`src/rtl/exec_sequencer_pkg.sv`:
```
// exec_sequencer_pkg
//   Shared definitions for the instruction sequencer and the external ALU:
//   sequencer state encoding and the 3-bit ALU select codes.
package exec_sequencer_pkg;

  typedef enum logic [1:0] {
    ST_IDLE  = 2'd0,
    ST_READ  = 2'd1,
    ST_EXEC  = 2'd2,
    ST_WRITE = 2'd3
  } seq_state_e;

  typedef enum logic [2:0] {
    OP_ADD = 3'd0,
    OP_SUB = 3'd1,
    OP_AND = 3'd2,
    OP_OR  = 3'd3,
    OP_NOT = 3'd4,
    OP_XOR = 3'd5,
    OP_SHL = 3'd6
  } alu_op_e;

  localparam int DATA_W = 8;

endpackage

```
`src/rtl/exec_sequencer_regfile.sv`:
```
// regfile
//   2**REG_ADDR_W x 8-bit register file.
//   Ports:
//     clk, rst            clock, synchronous active-high reset (clears all)
//     we, waddr, wdata    single synchronous write port
//     raddr_a / rdata_a   combinational read port A
//     raddr_b / rdata_b   combinational read port B
//     dbg_sel / dbg_data  combinational debug read port
module regfile
  import exec_sequencer_pkg::*;
#(
  parameter int REG_ADDR_W = 2
) (
  input  logic                  clk,
  input  logic                  rst,
  input  logic                  we,
  input  logic [REG_ADDR_W-1:0] waddr,
  input  logic [DATA_W-1:0]     wdata,
  input  logic [REG_ADDR_W-1:0] raddr_a,
  output logic [DATA_W-1:0]     rdata_a,
  input  logic [REG_ADDR_W-1:0] raddr_b,
  output logic [DATA_W-1:0]     rdata_b,
  input  logic [REG_ADDR_W-1:0] dbg_sel,
  output logic [DATA_W-1:0]     dbg_data
);

  localparam int NUM_REGS = 1 << REG_ADDR_W;

  logic [NUM_REGS-1:0][DATA_W-1:0] regs;

  always_ff @(posedge clk) begin
    if (rst) begin
      regs <= '0;
    end else if (we) begin
      regs[waddr] <= wdata;
    end
  end

  assign rdata_a  = regs[raddr_a];
  assign rdata_b  = regs[raddr_b];
  assign dbg_data = regs[dbg_sel];

endmodule

```
`src/rtl/exec_sequencer.sv`:
```
// exec_sequencer
//   Four-phase (IDLE/READ/EXEC/WRITE) instruction sequencer driving an
//   external combinational ALU and owning a small register file.
//   Ports:
//     clk, rst                 clock, synchronous active-high reset
//     in_valid / in_ready      instruction handshake (ready only in IDLE)
//     in_op, in_rd, in_rs,     instruction fields, captured on acceptance
//     in_rt, in_use_imm, in_imm
//     alu_a, alu_b, alu_s      registered ALU operands/select (set end of READ)
//     alu_out                  ALU result, captured at end of EXEC
//     done, result             one-cycle completion pulse and written value
//     zero                     sticky: last written result was zero
//     dbg_sel / dbg_data       combinational register-file peek
module exec_sequencer
  import exec_sequencer_pkg::*;
#(
  parameter int REG_ADDR_W = 2
) (
  input  logic                  clk,
  input  logic                  rst,
  input  logic                  in_valid,
  output logic                  in_ready,
  input  logic [2:0]            in_op,
  input  logic [REG_ADDR_W-1:0] in_rd,
  input  logic [REG_ADDR_W-1:0] in_rs,
  input  logic [REG_ADDR_W-1:0] in_rt,
  input  logic                  in_use_imm,
  input  logic [7:0]            in_imm,
  output logic [7:0]            alu_a,
  output logic [7:0]            alu_b,
  output logic [2:0]            alu_s,
  input  logic [7:0]            alu_out,
  output logic                  done,
  output logic [7:0]            result,
  output logic                  zero,
  input  logic [REG_ADDR_W-1:0] dbg_sel,
  output logic [7:0]            dbg_data
);

  seq_state_e            state;
  logic [2:0]            op_q;
  logic [REG_ADDR_W-1:0] rd_q, rs_q, rt_q;
  logic                  use_imm_q;
  logic [7:0]            imm_q;
  logic [7:0]            rdata_a, rdata_b;
  logic                  rf_we;

  // Gate the write with rst so a reset landing in WRITE aborts the store.
  assign rf_we    = (state == ST_WRITE) && !rst;
  assign in_ready = (state == ST_IDLE);

  regfile #(.REG_ADDR_W(REG_ADDR_W)) u_rf (
    .clk      (clk),
    .rst      (rst),
    .we       (rf_we),
    .waddr    (rd_q),
    .wdata    (result),
    .raddr_a  (rs_q),
    .rdata_a  (rdata_a),
    .raddr_b  (rt_q),
    .rdata_b  (rdata_b),
    .dbg_sel  (dbg_sel),
    .dbg_data (dbg_data)
  );

  always_ff @(posedge clk) begin
    if (rst) begin
      state     <= ST_IDLE;
      op_q      <= '0;
      rd_q      <= '0;
      rs_q      <= '0;
      rt_q      <= '0;
      use_imm_q <= 1'b0;
      imm_q     <= '0;
      alu_a     <= '0;
      alu_b     <= '0;
      alu_s     <= '0;
      result    <= '0;
      done      <= 1'b0;
      zero      <= 1'b1;
    end else begin
      done <= 1'b0;
      case (state)
        ST_IDLE: begin
          if (in_valid) begin
            op_q      <= in_op;
            rd_q      <= in_rd;
            rs_q      <= in_rs;
            rt_q      <= in_rt;
            use_imm_q <= in_use_imm;
            imm_q     <= in_imm;
            state     <= ST_READ;
          end
        end
        ST_READ: begin
          alu_a <= rdata_a;
          alu_b <= use_imm_q ? imm_q : rdata_b;
          alu_s <= op_q;
          state <= ST_EXEC;
        end
        ST_EXEC: begin
          // Result, flag and pulse all become visible for the WRITE cycle.
          result <= alu_out;
          zero   <= (alu_out == 8'd0);
          done   <= 1'b1;
          state  <= ST_WRITE;
        end
        ST_WRITE: begin
          state <= ST_IDLE;
        end
        default: state <= ST_IDLE;
      endcase
    end
  end

endmodule
```
`config.mk`:
```
export PLATFORM = sky130hd
export DESIGN_NAME = exec_sequencer
export DESIGN_NICKNAME = d
export VERILOG_FILES = /design/src/rtl/exec_sequencer_pkg.sv /design/src/rtl/exec_sequencer_regfile.sv /design/src/rtl/exec_sequencer.sv
export SDC_FILE = /design/constraint.sdc
export NUM_CORES = 1
export LEC_CHECK = 0
export BUFFER_PORTS_ARGS = -buffer_cell sky130_fd_sc_hd__buf_2
export CORE_MARGIN = 1.5
export CORE_UTILIZATION = 25
export DETAILED_ROUTE_END_ITERATION = 8
export GPL_TIMING_DRIVEN = 0
export SYNTH_ARGS = -nofsm -noshare
export SYNTH_HDL_FRONTEND = slang
export SYNTH_SLANG_ARGS = --single-unit
```
`constraint.sdc`:
```
create_clock -name clk -period 3.25 [get_ports clk]
set_input_delay 0.4875 -clock clk [delete_from_list [all_inputs] [get_ports clk]]
set_output_delay 0.4875 -clock clk [all_outputs]
set_load 0.02 [all_outputs]
```
* After elaboration in Yosys (flattened, before gate mapping)
Cells that the tools add are included.
Word-level totals: output and inout bits 38, word-level logic and storage cells 45, register bits 81
Operators by class: $lt $le $gt $ge 5, mux-type cells 13, eq/ne operators 4, reduce and logical (&&, ||, !) cells 6
Operator list (number):
- 8-bit binary-select mux with 2-bit select | 3
- 8-bit 2-to-1 mux | 5
- 32-bit bitwise mux | 1
- 8-bit demux with 2-bit select | 1
- 2-bit by 3-bit less-than comparator with 1-bit output, second input constant | 4
- 8-bit logical NOT | 1
- 2-bit case mux with 4 select lines | 1
- 2-bit == test, second input constant | 2
- 2-bit by 1-bit == test with 1-bit output, second input constant | 1
- 2-bit by 1-bit >= comparator with 1-bit output, second input constant | 1
- 1-bit logical AND | 2
- 2-bit logical NOT | 1
- 2-bit 2-to-1 mux | 1
- 2-bit inequality test, second input constant | 1
- 2-bit AND reduction | 1
- 1-bit logical NOT | 1
- 1-bit 2-to-1 mux | 1

* Longest topological paths before layout
Gate-level depths: netlist of run 1.
depth after elaboration 5, mapped depth 7, depth with buffers taken out 5

* Modules after synthesis
A second synthesis of run 1 with hierarchy kept.
Second synthesis, totals: cell total of the unflattened synthesis 346, area, all modules 3807.4 um2
By module, submodules not included:
- exec_sequencer | seq. area each 980.9 um2, instances 1, area an instance 1951.9 um2, cells each 200
- regfile | seq. area each 640.6 um2, instances 1, area an instance 1855.5 um2, cells each 146

* Worst setup path before layout of run 1
No wires, ideal clock.
path kind input to output, start input port dbg_sel[0], end output port dbg_data[0], path slack 1.447 ns, arrival time 1.316 ns, required time 2.762 ns, buffers on the path 1, stages on the path 2, cell sequence buf_2 mux4_2
Between the ends: word-level cells in the longest chain between the ends 2
Ends and longest elaborated chain:
- start: declaration | RTL line exec_sequencer.sv:36 | input logic [REG_ADDR_W-1:0] dbg_sel,
- 8-bit binary-select mux with 2-bit select | RTL line exec_sequencer_regfile.sv:41 | assign dbg_data = regs[dbg_sel];
- 8-bit 2-to-1 mux (not written as such) | RTL line exec_sequencer_regfile.sv:41
- end: declaration | RTL line exec_sequencer.sv:37 | output logic [7:0] dbg_data
No other way between the ends. The select of a mux whose other input is x is not followed.

* Worst setup path in the final report of run 1
start input port dbg_sel[0], end output port dbg_data[5]
The elaborated chain is that of the path after synthesis.

==> summary.txt, run 1 <==
status: finished, final reports clean
Synth Instances: 365
post_cts resized: 0
total power: 3.07 mW
DR vias: 3,008
Setup Skew: 0.00762 ns
layout net count: 478
sequential fraction of the synthesis area: 0.449
pre-CTS WS: 1.21 ns
Mean Syn Cell Area: 9.89 sq um
initial antenna violation count: 0
num rows: 43
root buffer cell: clkbuf_16
Hold Path Sink: op_q[0]
WP data arrival: 1.55 ns
H-tree depth: 3
vias in the first global route: 3,109
die area: 15,200 sq um
DRT iter0 DRCs: 262
post-CTS setup buffer count: 0
Hold Vio Cnt, Final: 0
TNS Setup: 0 ns
global-route wire length before repair: 16,500 microns
Fmax: 0.490 GHz
Seq pwr share: 0.392
switch share: 0.307
power per cell area: 683 nW/um^2
drc violations: 0
Final Max Tran Viols: 0
Top Ports: 69
Area growth syn-to-layout: 24.5%
min setup slack post-route: 1.21 ns
Logic pwr share: 0.247
CORE AREA: 14,000 sq um
internal power: 2.12 mW
clk buf depth: 2
clock latency on the worst-skew pair: 0.33 ns
GR Util All Layers: 0.145
post-detail-place hpwl: 7780 microns
critical path fanouts, max: 8
Final period util: 0.628
relative slew slack: 0.384
clk slew on worst S/H paths: 0.06 ns
fillers: 1,458
# Max-Cap Violations: 0
post-DR wirelength/cell: 16.7 microns
pin count of the biggest net entering global routing: 13
worst hold path type: primary input to register
layout cell share with drive strength beyond 1: 0.280
Final Routed Wirelength: 10,400 microns
FF-to-FF path depth: 4
Chip Width: 123 microns
global placement routability congestion: 0.843
# setup viols final: 0
LEAKAGE: 1.74 nW
Clock power frac: 0.361
synth warn: 0
HP Start: in_op[0]
Yosys reg bits: 81
Initial Util: 0.258
Peak VDD IR: 322 uV
Num CTS Buffers: 9
R2R Path End: u_rf.regs[0]
RSZ-0062 raised after global routing: no
worst endpoint required time: 2.76 ns
CTS tree: yes
# hold bufs at CTS: 0
Netlist Area Pre-Place: 3610 sq um
reg2reg start: state[1]
Layout Cells excl Fill: 626
number of iterations in the first detailed-routing pass: 6
CP Capture Type: primary output
Synth cell types: 27
GR Overflow Total: 0
CP Class: primary input to primary output
Reg2Reg Setup Slack: 1.49 ns
Vias/cell: 4.81
post-layout min period: 2.04 ns
Sink Count: 81
Net Switching: 0.943 mW
antenna cells: 0
hold depth: 3
post-route antenna net violation count: 0
placed cells: 611
Post-Synthesis Net Count: 401
Port Buffer Count: 66
Setup crit start kind: primary input
Worst-Margin Slew: 0.922 ns
Die Ht: 123 microns
## Yosys cell counts (all sizes together)
| library cell | instances | share of area |
|---|---|---|
| nor4 | 2 | 0.0035 |
| and4b | 1 | 0.0028 |
| clkbuf | 8 | 0.0083 |
| nor2 | 47 | 0.049 |
| nor4bb | 2 | 0.0055 |
| nand2 | 69 | 0.072 |
| nor4b | 1 | 0.0042 |
| mux2 | 16 | 0.051 |
| or4b | 1 | 0.0028 |
| buf | 20 | 0.031 |
| dfxtp | 81 | 0.45 |
| mux2i | 36 | 0.10 |
| mux4 | 16 | 0.10 |
| nor2b | 3 | 0.0052 |
| and2 | 1 | 0.0017 |
| a21oi | 34 | 0.047 |
| a311o | 1 | 0.0028 |
| nand4b | 1 | 0.0024 |
| nand2b | 1 | 0.0017 |
| inv | 2 | 0.0021 |
| a211oi | 9 | 0.019 |
| a222oi | 8 | 0.022 |
| ha | 5 | 0.017 |
## kinds of logic (layout without fill, tap and decap cells)
logic type | count (synthesis) | after routing | share of synthesized area
AO/OA/AOI/OAI | 52 | 52 | 0.0908
adder cells (fa/ha/maj) | 5 | 5 | 0.0173
buffers and inverters | 30 | 111 | 0.0413
flip-flops | 81 | 81 | 0.449
multiplexers | 68 | 68 | 0.251
AND/OR/NAND/NOR | 129 | 129 | 0.150
## worst max path at each step
| stage | startpoint | to | slack [ns] | cells after the start |
|---|---|---|---|---|
| 2_1_floorplan | dbg_sel[0] | dbg_data[0] | 1.45 | 2 |
| 3_5_place_dp | dbg_sel[0] | dbg_data[5] | 1.21 | 3 |
| 6_report | dbg_sel[0] | dbg_data[5] | 1.21 | 3 |
| 5_1_grt | dbg_sel[0] | dbg_data[5] | 1.15 | 3 |
| 4_1_cts | dbg_sel[0] | dbg_data[5] | 1.20 | 3 |
| 3_3_place_gp | dbg_sel[0] | dbg_data[5] | 1.21 | 3 |
## cells in the final DEF, fill, tap and decap left out, drive strengths merged
master   n
bufinv   2
nand2b   1
nor2    47
and4b    1
a222oi   8
mux4    16
nor4bb   2
or4b     1
a211oi   9
inv      2
clkbuf  21
and2     1
dfxtp   81
nor2b    3
nand2   69
a311o    1
nand4b   1
nor4b    1
mux2i   36
ha       5
nor4     2
buf     86
a21oi   34
mux2    16
## area by class of cell
type,count,area (sq um),area share
repair buffers,66,330,0.0735
multi-input cells,254,1840,0.409
inverters,2,7.51,0.00167
well taps,180,225,0.0501
plain buffers,28,141,0.0315
flip-flops and latches,81,1620,0.361
clock inverters,2,60.1,0.0134
clock buffers,13,270,0.0601
## power by group through the flow
stage          sequential, mW  combinational (mW)  clock (mW)
4_1_cts                  1.20               0.762        1.13
3_3_place_gp             1.22               0.741           0
5_1_grt                  1.22               0.835        1.17
3_5_place_dp             1.22               0.760           0
2_1_floorplan            1.27               0.464           0
6_report                 1.20               0.757        1.11
## sequential cells by signal, indices dropped and copies added, names as in the netlist
| name | flops |
|---|---|
| alu_b | 8 |
| rt_q | 2 |
| done | 1 |
| u_rf.regs | 32 |
| op_q | 3 |
| zero | 1 |
| use_imm_q | 1 |
| imm_q | 8 |
| state | 2 |
| rd_q | 2 |
| alu_s | 3 |
| alu_a | 8 |
| result | 8 |
| rs_q | 2 |
## per-stage QoR
stage | cell area [sq um] | utilization | hold slack, ns
after floorplan | 3610 | - | 0.436
after global placement | 4160 | 0.298 | 0.443
after detailed placement | 4160 | 0.298 | 0.450
after CTS | 4490 | 0.321 | 0.383
after global routing | 4490 | 0.321 | 0.383
final | 4490 | 0.321 | 0.393
## critical path: stages
cell    delay, ns
buf_2        0.27
mux4_2       0.60
buf_2        0.19
## per-layer routing
metal,vias to the layer above,wire (microns),global-route usage
met5,-,0,0
met3,9,924,0.0466
li1,1445,-,-
met2,110,4890,0.234
met1,1444,4490,0.186
met4,0,139,0.0374
(Power assumes the default switching activity.)
==> run 2, diff against run 1 <==
clock period = 1.8 ns   (was 3.25 ns; I/O delays follow)
==> run 2 against run 1 <==
Compared with the run above:
- global-route usage stayed put
- critical path depth is 2 higher
- worst setup slack worse by 1.1 ns
- design area is 0.28% higher
- first-iteration DRC count is 8.4% lower
- via count is 0.63% lower
- worst hold slack worse by 0.22 ns
- largest cell class unchanged
==> summary.txt, run 2 (same netlist as run 1, synthesis figures left out) <==
status: finished, final reports clean (unchanged)
WP data arrival: 1.91 ns (was 1.55 ns)
# setup viols final: 0 (unchanged)
placed cells: 611 (unchanged)
clk slew on worst S/H paths: 0.06 ns (about the same)
layout cell share with drive strength beyond 1: 0.288 (was 0.280)
reg2reg start: rt_q[0] (was state[1])
worst endpoint required time: 1.99 ns (was 2.76 ns)
Chip Width: 123 microns (unchanged)
pin count of the biggest net entering global routing: 13 (unchanged)
Vias/cell: 4.78 (was 4.81)
Num CTS Buffers: 9 (unchanged)
Initial Util: 0.258 (unchanged)
critical path fanouts, max: 10 (was 8)
# hold bufs at CTS: 0 (unchanged)
post-detail-place hpwl: 7780 microns (unchanged)
Final Max Tran Viols: 0 (unchanged)
Setup crit start kind: register (was primary input)
antenna cells: 0 (unchanged)
Layout Cells excl Fill: 625 (was 626)
Worst Hold Margin: 0.176 ns (was 0.393 ns)
GR Util All Layers: 0.145 (unchanged)
TNS Setup: 0 ns (unchanged)
global placement routability congestion: 0.843 (unchanged)
grt met3 use: 0.0466 (unchanged)
H-tree depth: 3 (unchanged)
worst hold path type: primary input to register (unchanged)
Final Routed Wirelength: 10,500 microns (was 10,400 microns)
Final period util: 0.954
DRT iter0 DRCs: 240 (was 262)
GR Overflow Total: 0 (unchanged)
clk buf depth: 2 (unchanged)
die area: 15,200 sq um (unchanged)
CTS tree: yes (unchanged)
initial antenna violation count: 0 (unchanged)
Top Ports: 69 (unchanged)
LEAKAGE: 1.74 nW (about the same)
final design utilization: 0.322 (was 0.321)
met1 usage: 0.186 (unchanged)
R2R Path End: alu_b[3] (was u_rf.regs[0])
Sink Count: 81 (unchanged)
layout net count: 477 (was 478)
clock latency on the worst-skew pair: 0.33 ns (about the same)
root buffer cell: clkbuf_16 (unchanged)
vias in the first global route: 3,109 (unchanged)
post-route antenna net violation count: 0 (unchanged)
most frequent cells in the layout: dfxtp_1 (81), buf_2 (75), nand2_1 (68), nor2_1 (47), mux2i_1 (36) (was dfxtp_1 (81), buf_2 (76), nand2_1 (69), nor2_1 (47), mux2i_1 (36))
total power: 5.54 mW (was 3.07 mW)
post-layout min period: 1.72 ns
Top reg by flops: u_rf.regs (unchanged)
Hold Path Sink: op_q[0] (unchanged)
Reg2Reg Setup Slack: 0.08 ns (was 1.49 ns)
pre-CTS WS: 0.0416 ns (was 1.21 ns)
Fmax: 0.582 GHz
relative slew slack: 0.568 (was 0.384)
min setup slack post-route: 0.0831 ns (was 1.21 ns)
Setup Skew: 0.00593 ns (was 0.00762 ns)
Peak VDD IR: 611 uV (was 322 uV)
CORE AREA: 14,000 sq um (unchanged)
post_cts resized: 0 (unchanged)
num rows: 43 (unchanged)
Worst-Margin Slew: 0.648 ns (was 0.922 ns)
Hold Vio Cnt, Final: 0 (unchanged)
CP Class: register to register (was primary input to primary output)
hold depth: 3 (unchanged)
Die Ht: 123 microns (unchanged)
max reg flops: 32 (unchanged)
post-DR wirelength/cell: 16.7 microns (about the same)
Area growth syn-to-layout: 24.9% (was 24.5%)
# Max-Cap Violations: 0 (unchanged)
global-route wire length before repair: 16,500 microns (unchanged)
HP Start: in_op[0] (unchanged)
DR vias: 2,989 (was 3,008)
M2 GR Usage: 0.234 (unchanged)
most common cell after layout, fill and taps aside: dfxtp_1 (unchanged)
Port Buffer Count: 66 (unchanged)
FF-to-FF path depth: 5 (was 4)
drc violations: 0 (unchanged)
area of placed instances: 4160 sq um (unchanged)
final instance area: 4510 sq um (was 4490 sq um)
post-CTS setup buffer count: 0 (unchanged)
CP Capture Type: register (was primary output)
number of iterations in the first detailed-routing pass: 5 (was 6)
GR peak layer: met2 (unchanged)
power per cell area: 1230 nW/um^2 (was 683 nW/um^2)
[run 2: layout make-up]
class | count | area, sq um
Tap cell | 180 | 225
Inverter | 2 | 7.51
Multi-Input combinational cell | 254 | 1850
Timing Repair Buffer | 66 | 330
Clock buffer | 13 | 270
Fill cell | 1458 | 9480
Buffer | 27 | 143
Sequential cell | 81 | 1620
Clock inverter | 2 | 60.1
[run 2: where the power goes]
group / total (mW) / internal [mW] / switching, mW
Sequential: 2.17 / 2.00 / 0.176
Clock: 1.99 / 1.32 / 0.674
Combinational: 1.37 / 0.522 / 0.851
[run 2: worst max path at each step]
stage	slack, ns	endpoint	start	depth (start not counted)
2_1_floorplan	0.25	op_q[0]	state[0]	7
3_3_place_gp	0.1	u_rf.regs[7]	state[0]	4
3_5_place_dp	0.04	u_rf.regs[0]	state[1]	4
4_1_cts	0.03	rt_q[0]	state[1]	6
5_1_grt	-0.04	u_rf.regs[11]	state[1]	5
6_report	0.08	alu_b[3]	rt_q[0]	5
[run 2: per-layer routing]
layer	part of all wire	up-vias
li1	-	1443
met1	0.44	1418
met2	0.47	117
met3	0.082	11
met4	0.014	0
met5	0	-
[run 2: critical path, stage by stage, from the launching register on]
cell and delay, ns:
dfxtp_1 0.32, buf_6 0.16, buf_12 0.15, mux2_2 0.35, a222oi_1 0.44, a211oi_1 0.15
